### config.mk
export PLATFORM = sky130hd
export DESIGN_NAME = bram_fifo_drain_sched_flat
export DESIGN_NICKNAME = d
export VERILOG_FILES = /design/src/rtl/bram_fifo_drain_sched_if.sv /design/src/rtl/bram_fifo_drain_sched.sv /design/src/flat_wrapper.sv
export SDC_FILE = /design/constraint.sdc
export NUM_CORES = 1
export LEC_CHECK = 0
export BUFFER_PORTS_ARGS = -buffer_cell sky130_fd_sc_hd__buf_4
export CELL_PAD_IN_SITES_DETAIL_PLACEMENT = 0
export CELL_PAD_IN_SITES_GLOBAL_PLACEMENT = 1
export CORE_ASPECT_RATIO = 0.75
export CORE_MARGIN = 1.5
export CORE_UTILIZATION = 32
export CTS_CLUSTER_SIZE = 10
export DETAILED_ROUTE_END_ITERATION = 8
export MAX_ROUTING_LAYER = met4
export PLACE_DENSITY = 0.9
export SLEW_MARGIN = 20
export SYNTH_ARGS = -nofsm -noshare
export SYNTH_HDL_FRONTEND = slang
export SYNTH_SLANG_ARGS = --single-unit
### constraint.sdc
create_clock -name CLK -period 6 [get_ports CLK]
set_input_delay 1.5 -clock CLK [delete_from_list [all_inputs] [get_ports CLK]]
set_output_delay 1.5 -clock CLK [all_outputs]
set_load 0.05 [all_outputs]
### src/rtl/bram_fifo_drain_sched_if.sv
// Registered output stream of the BRAM FIFO drain scheduler.
// master drives the word; slave is the downstream consumer.
interface bram_fifo_drain_sched_if #(
   parameter int unsigned W    = 32,
   parameter int unsigned IDXW = 2
);
   logic            out_valid;
   logic [W-1:0]    out_data;
   logic [IDXW-1:0] out_src;
   logic            out_last;
   logic            out_ready;

   modport master (
      output out_valid,
      output out_data,
      output out_src,
      output out_last,
      input  out_ready
   );

   modport slave (
      input  out_valid,
      input  out_data,
      input  out_src,
      input  out_last,
      output out_ready
   );
endinterface

### src/rtl/bram_fifo_drain_sched.sv
// Round-robin drain of NQ first-word-fall-through BRAM FIFOs into one registered
// valid/ready stream, holding each grant for a burst of up to MAX_BURST words.
module bram_fifo_drain_sched #(
   parameter int unsigned NQ        = 4,
   parameter int unsigned W         = 32,
   parameter int unsigned IDXW      = 2,
   parameter int unsigned MAX_BURST = 4,
   parameter int unsigned BW        = 4
) (
   input  logic                CLK,
   input  logic                RST_N,
   input  logic                CLR,
   input  logic [NQ-1:0]       src_en,
   input  logic [NQ-1:0]       src_empty_n,
   input  logic [NQ*W-1:0]     src_data,
   output logic [NQ-1:0]       src_deq,
   bram_fifo_drain_sched_if.master dn
);

   typedef enum logic {StIdle, StBurst} state_e;

   state_e          state_q, state_d;
   logic [IDXW-1:0] cur_q, cur_d;
   logic [IDXW-1:0] last_q, last_d;
   logic [BW-1:0]   beat_q, beat_d;
   logic            out_valid_q, out_valid_d;
   logic [W-1:0]    out_data_q, out_data_d;
   logic [IDXW-1:0] out_src_q, out_src_d;
   logic            out_last_q, out_last_d;

   logic            clr;
   logic [NQ-1:0]   req;
   logic            slot_free;
   logic            beat_end;
   logic            pop;
   logic            found;
   logic [IDXW-1:0] pick;
   int unsigned     rr_idx;

   assign clr       = !RST_N || CLR;
   assign req       = src_empty_n & src_en;
   assign slot_free = !out_valid_q || dn.out_ready;
   assign beat_end  = (beat_q == BW'(MAX_BURST - 1));

   // Search starts just after the last granted queue and wraps.
   always_comb begin
      pick   = '0;
      found  = 1'b0;
      rr_idx = 0;
      for (int unsigned i = 1; i <= NQ; i++) begin
         rr_idx = (32'(last_q) + i) % NQ;
         if (!found && req[IDXW'(rr_idx)]) begin
            pick  = IDXW'(rr_idx);
            found = 1'b1;
         end
      end
   end

   always_comb begin
      state_d     = state_q;
      cur_d       = cur_q;
      last_d      = last_q;
      beat_d      = beat_q;
      out_valid_d = out_valid_q;
      out_data_d  = out_data_q;
      out_src_d   = out_src_q;
      out_last_d  = out_last_q;
      pop         = 1'b0;
      src_deq     = '0;

      if (out_valid_q && dn.out_ready) begin
         out_valid_d = 1'b0;
      end

      unique case (state_q)
         StIdle: begin
            if (found) begin
               cur_d   = pick;
               beat_d  = '0;
               state_d = StBurst;
            end
         end
         StBurst: begin
            if (slot_free) begin
               pop = src_empty_n[cur_q] && src_en[cur_q];
               if (pop) begin
                  src_deq[cur_q] = 1'b1;
                  out_valid_d    = 1'b1;
                  out_data_d     = src_data[32'(cur_q) * W +: W];
                  out_src_d      = cur_q;
                  out_last_d     = beat_end;
                  beat_d         = beat_q + 1'b1;
                  if (beat_end) begin
                     state_d = StIdle;
                     last_d  = cur_q;
                  end
               end else begin
                  // Empty (or just disabled) queue ends the grant early.
                  state_d = StIdle;
                  last_d  = cur_q;
               end
            end
         end
      endcase

      if (clr) begin
         src_deq = '0;
      end
   end

   always_ff @(posedge CLK) begin
      if (clr) begin
         state_q     <= StIdle;
         cur_q       <= '0;
         last_q      <= IDXW'(NQ - 1);
         beat_q      <= '0;
         out_valid_q <= 1'b0;
         out_data_q  <= '0;
         out_src_q   <= '0;
         out_last_q  <= 1'b0;
      end else begin
         state_q     <= state_d;
         cur_q       <= cur_d;
         last_q      <= last_d;
         beat_q      <= beat_d;
         out_valid_q <= out_valid_d;
         out_data_q  <= out_data_d;
         out_src_q   <= out_src_d;
         out_last_q  <= out_last_d;
      end
   end

   assign dn.out_valid = out_valid_q;
   assign dn.out_data  = out_data_q;
   assign dn.out_src   = out_src_q;
   assign dn.out_last  = out_last_q;

   a_deq_onehot: assert property (@(posedge CLK) disable iff (clr) $onehot0(src_deq));

   a_deq_nonempty: assert property (@(posedge CLK) disable iff (clr)
      (src_deq & ~src_empty_n) == '0);

   a_out_stable: assert property (@(posedge CLK) disable iff (clr)
      (out_valid_q && !dn.out_ready) |=>
      (out_valid_q && $stable(out_data_q) && $stable(out_src_q) && $stable(out_last_q)));

endmodule

### src/flat_wrapper.sv
// flat-port wrapper written by rule: the top's interface ports become plain ports
module bram_fifo_drain_sched_flat 
#(
   parameter int unsigned NQ        = 4,
   parameter int unsigned W         = 32,
   parameter int unsigned IDXW      = 2,
   parameter int unsigned MAX_BURST = 4,
   parameter int unsigned BW        = 4
)
  (CLK, RST_N, CLR, src_en, src_empty_n, src_data, src_deq, dn_out_valid, dn_out_data, dn_out_src, dn_out_last, dn_out_ready);
  bram_fifo_drain_sched_if #(.W(W), .IDXW(IDXW)) dn_i ();
  input  logic CLK;
  input  logic RST_N;
  input  logic CLR;
  input  logic [NQ-1:0] src_en;
  input  logic [NQ-1:0] src_empty_n;
  input  logic [NQ*W-1:0] src_data;
  output logic [NQ-1:0] src_deq;
  output wire logic [$bits(dn_i.out_valid)-1:0] dn_out_valid;
  output wire logic [$bits(dn_i.out_data)-1:0] dn_out_data;
  output wire logic [$bits(dn_i.out_src)-1:0] dn_out_src;
  output wire logic [$bits(dn_i.out_last)-1:0] dn_out_last;
  input wire logic [$bits(dn_i.out_ready)-1:0] dn_out_ready;
  assign dn_out_valid = dn_i.out_valid;
  assign dn_out_data = dn_i.out_data;
  assign dn_out_src = dn_i.out_src;
  assign dn_out_last = dn_i.out_last;
  assign dn_i.out_ready = dn_out_ready;
  bram_fifo_drain_sched #(.NQ(NQ), .W(W), .IDXW(IDXW), .MAX_BURST(MAX_BURST), .BW(BW)) u_core (.CLK(CLK), .RST_N(RST_N), .CLR(CLR), .src_en(src_en), .src_empty_n(src_empty_n), .src_data(src_data), .src_deq(src_deq), .dn(dn_i));
endmodule
=== Word level (Yosys, flattened, before mapping) ===
Index checks and enable logic that the tools add are counted.

* Bits in writable memories: 0
* Input port bits: 140
* Bits in read-only memories: 0
* Memories kept: 0
* Latch bits: 0
* Bits in registers: 45
* Logic and storage cells: 85

* Muxes and demuxes: 41
* Bitwise logic cells: 2
* $mul: 0
* Magnitude comparators: 6
* Div/mod/pow operators: 0
* Shifts and indexed selects: 1
* $add $sub $neg: 5
* Equal/unequal tests: 5
* Reduce and logical (&&, ||, !) cells: 17

{| class="wikitable"
|+ Operator list
! operator !! number
|-
| variable part select 128 x 8 -> 32 bit || 1
|-
| 2-to-1 mux 4 bit || 7
|-
| 2-to-1 mux 1 bit || 19
|-
| less-than comparator 2 x 3 -> 1 bit, second input constant || 5
|-
| binary-select mux 1 bit (select 2 bit) || 6
|-
| 2-to-1 mux 2 bit || 6
|-
| AND reduction 3 bit || 3
|-
| one-hot mux 4 bit (2 select lines) || 1
|-
| logical AND 1 bit || 6
|-
| logical NOT 1 bit || 5
|-
| adder 2 x 1 -> 2 bit, second input constant || 2
|-
| adder 2 bit, second input constant || 2
|-
| adder 4 x 1 -> 4 bit, second input constant || 1
|-
| bitwise AND 4 bit || 1
|-
| equality test 4 x 2 -> 1 bit, second input constant || 1
|-
| != test 2 x 1 -> 1 bit, second input constant || 2
|-
| != test 2 bit, second input constant || 2
|-
| demux 1 bit (select 2 bit) || 1
|-
| greater-or-equal comparator 2 x 1 -> 1 bit, second input constant || 1
|-
| logical OR 1 bit || 2
|-
| one-hot mux 1 bit (2 select lines) || 1
|-
| AND reduction 2 bit || 1
|-
| inverter 1 bit || 1
|}

=== Depth between registers and ports, before layout ===
* Depth in word-level cells: 15
* Mapped depth: 7

=== Worst setup path after synthesis ===
No wires, ideal clock.

* Path type: in2out
* From: input port src_en[2]
* To: output port src_deq[0]
* Cell stages on the path: 5
* Buffers on the path: 1
* Arrival: 3.285 ns
* Path slack: 1.215 ns
* Data required time: 4.500 ns
* Cells stage by stage: and2_1 > mux4_2 > buf_2 > nand3_1 > nor3_1

* Cells in the longest elaborated chain, start to end: 7

{| class="wikitable"
|+ Ends and longest elaborated chain
! item !! RTL line !! RTL
|-
| start: declaration || flat_wrapper.sv:15 || <nowiki>input logic [NQ-1:0] src_en;</nowiki>
|-
| binary-select mux 1 bit (select 2 bit) || bram_fifo_drain_sched.sv:85 || <nowiki>pop = src_empty_n[cur_q] && src_en[cur_q];</nowiki>
|-
| 2-to-1 mux 1 bit (implied by the code) || bram_fifo_drain_sched.sv:85 ||
|-
| logical AND 1 bit || bram_fifo_drain_sched.sv:85 ||
|-
| 2-to-1 mux 4 bit || bram_fifo_drain_sched.sv:86 || <nowiki>if (pop) begin</nowiki>
|-
| 2-to-1 mux 4 bit || bram_fifo_drain_sched.sv:84 || <nowiki>if (slot_free) begin</nowiki>
|-
| 2-to-1 mux 4 bit || bram_fifo_drain_sched.sv:75 || <nowiki>unique case (state_q)</nowiki>
|-
| 2-to-1 mux 4 bit || bram_fifo_drain_sched.sv:106 || <nowiki>if (clr) begin</nowiki>
|-
| end: declaration || flat_wrapper.sv:18 || <nowiki>output logic [NQ-1:0] src_deq;</nowiki>
|}

Every way passes these cells. The select of a mux whose other input is x is not followed.

=== Final worst setup path ===
* From: input port src_en[2]
* To: output port src_deq[1]

The elaborated chain is that of the path after synthesis.

==> flow_summary.ini <==
[routing]
drcViolationCount = 0
finalWirelength_um = 8665
vias = 2965
first_iter_violations = 136
wire_per_inst_um = 16.02
drtAntennaViolNets = 0
drtPass1Iterations = 4
via_per_inst = 5.481

[run]
cap_violations = 0

[floorplanning]
io_pins = 180
initial_utilization = 0.3355
die_h_um = 82.26
core_region_area_um2 = 7988
dieArea_um2 = 8939
fp.dieW_um = 108.7
rows = 28

[timing]
setup_violations = 0
clock.fmax_mhz = 208.0
min_period_over_period = 0.8014
maxSlewViolCount = 0
tns_ns = 0
slew_headroom = 0.3581
grt_setup_unrepaired = no
tightest_slew_ns = 0.9629
holdWs_ns = 0.4793
fin_skew_ns = 0.01204
hold_viol = 0
fin_crit_ns = 4.808

[global_routing]
grt_pass1_wl_um = 12910
grt_max_degree = 43
grtUsageTotal = 0.1900
overflow = 0
grt_pass1_vias = 2916
antenna_found_initial = 0

[power_and_ir_drop]
p_per_area_nw_per_um2 = 161.1
peakVddDrop_uv = 78.01
p_leak_nw = 1.663

[clock_tree]
hold_buffers = 0
post_cts_buffers = 0
clockBufferDepth = 2
root_buffer = clkbuf_8
cts_buffers = 5
clock_sinks = 45
postCtsResizedCells = 0
cts_tree = done
cts_max_level = 2
clk_pin_slew_ns = 0.07
clkLatencyLatePin_ns = 0.29

[yosys]
synth_top_family_by_area = multiplexers
synth.most_common_cell = dfxtp_1
synth_mux_area_frac = 0.2857
async_flop_share = 0
seq_area_frac_synth = 0.3361
ys_warn_count = 0
syn_area_per_cell_um2 = 9.746
synth_adder_area_share = 0.004669
yosys.area.top_type = dfxtp_1
synth_edf_count = 0
synth_simple_gate_area_share = 0.1293
synth_flop_cell = dfxtp_1
yosys_register_bits = 45
syn-instance-count = 275
synth_area_um2 = 2680
synth.top_cell.area_share = 0.3361
synth-compound-area-share = 0.1900
synth_xor_area_frac = 0
synth.net_count = 416
synthTopCellsByArea = dfxtp_1, mux4_2, a21oi_1
ys_types = 30
synthTopCellsByCount = dfxtp_1, a21oi_1, nand3_1, o21ai_0, mux4_2

[place]
numPortBuffers = 179
dpl_cell_area_um2 = 4068
gp_congestion = 0.7991
dp_hpwl_um = 6334

[worst_hold_path]
hold_class = flip-flop to flip-flop

[worst_setup_path]
cp_max_fo = 37
worstSetupPathType = primary input to output pin
cp.arrival_ns = 3.31
endpoint_kind = output pin
start_kind = primary input
required_ns = 4.50

[layout]
layout.nets = 576
diodes = 0
drive_gt1_frac = 0.5229
area_delta_synth_final_pct = 54.86
num-fill-cells = 734
seq_area_um2 = 903.4
multi_input_area_um2 = 1642
final_cell_area_um2 = 4150

[outcome]
status = complete, no violations
==> routing by layer <==
layer / GRT usage / share of wire / vias up
li1: - / - / 1382
met4: 0.05263 / 0.0093 / 0
met3: 0.05730 / 0.11 / 9
met2: 0.3289 / 0.48 / 161
met1: 0.2157 / 0.40 / 1413
met5: - / 0 / -
==> power breakdown <==
part / internal (W) / switching [W]
logic: 0.000104 / 0.0000753
registers: 0.000302 / 0.00000600
clock network: 0.0000809 / 0.000100
total: 0.000487 / 0.000182
==> cell usage in the layout, fill, tap and decap left out <==
cell type / synthesis / routed
buf_4: 1 / 182
dfxtp_1: 45 / 43
a21oi_1: 39 / 39
nand3_1: 38 / 38
o21ai_0: 38 / 38
mux4_2: 34 / 34
nand2_1: 7 / 7
inv_1: 5 / 5
nor3_1: 5 / 5
clkbuf_8: 0 / 5
and2_1: 4 / 4
nor2_1: 5 / 4
o211ai_1: 4 / 4
o31ai_1: 3 / 3
nor2b_1: 2 / 2
nand2b_1: 2 / 2
or4_1: 2 / 2
nand4_1: 2 / 2
o22ai_1: 2 / 2
clkinv_2: 0 / 2
dfxtp_2: 0 / 2
inv_4: 1 / 1
nor2_4: 0 / 1
o21a_1: 1 / 1
o41ai_2: 1 / 1
nand4b_1: 1 / 1
a311oi_1: 1 / 1
a221oi_1: 1 / 1
a21boi_0: 1 / 1
a221o_1: 1 / 1
ha_1: 1 / 1
clkbuf_1: 18 / 1
==> final timing paths <==
| kind | from | end | slack (ns) | cells after the start |
|---|---|---|---|---|
| hold / removal | u_core.dn.out_data[28] | u_core.dn.out_data[28] | 0.48 | 2 |
| hold reg to reg | u_core.dn.out_data[28] | u_core.dn.out_data[28] | 0.48 | 2 |
| setup reg to reg | u_core.cur_q[1] | u_core.beat_q[3] | 3.32 | 4 |
| setup / recovery | src_en[2] | src_deq[1] | 1.19 | 6 |
==> registers in the layout (all words and copies together) (netlist names) <==
| register | cells |
|---|---|
| u_core.beat_q | 4 |
| u_core.cur_q | 2 |
| u_core.dn.out_data | 32 |
| u_core.dn.out_last | 1 |
| u_core.dn.out_src | 2 |
| u_core.dn.out_valid | 1 |
| u_core.last_q | 2 |
| u_core.state_q | 1 |
==> layout make-up <==
cell class,count,share of cell area
Clock buffer,6,0.01749
Inverter,6,0.006030
Timing Repair Buffer,182,0.3292
Sequential cell,45,0.2177
Multi-Input combinational cell,195,0.3955
Clock inverter,2,0.002412
Tap cell,105,0.03166
==> metrics by stage <==
step           setup slack (ns)  cells  total power (W)    util
2_1_floorplan             1.215    275        0.0004059       -
3_3_place_gp              1.254    533        0.0004916  0.5092
3_5_place_dp              1.217    533        0.0004954  0.5092
4_1_cts                   1.204    541        0.0006757  0.5196
5_1_grt                   1.009    541        0.0007012  0.5196
6_report                  1.192    541        0.0006685  0.5196
==> cells by family after synthesis <==
| family | count (synthesis) |
|---|---|
| multiplexers | 34 |
| AO/OA/AOI/OAI | 92 |
| flip-flops | 45 |
| buffers and inverters | 35 |
| AND/OR/NAND/NOR | 68 |
| adder cells (fa/ha/maj) | 1 |
==> critical path: stages <==
cell and delay, ns:
buf_4 0.08, and2_1 0.18, mux4_2 0.74, nand3_1 0.33, nor3_1 0.23, buf_4 0.24
No activity file was read; power rests on OpenSTA's default activity.
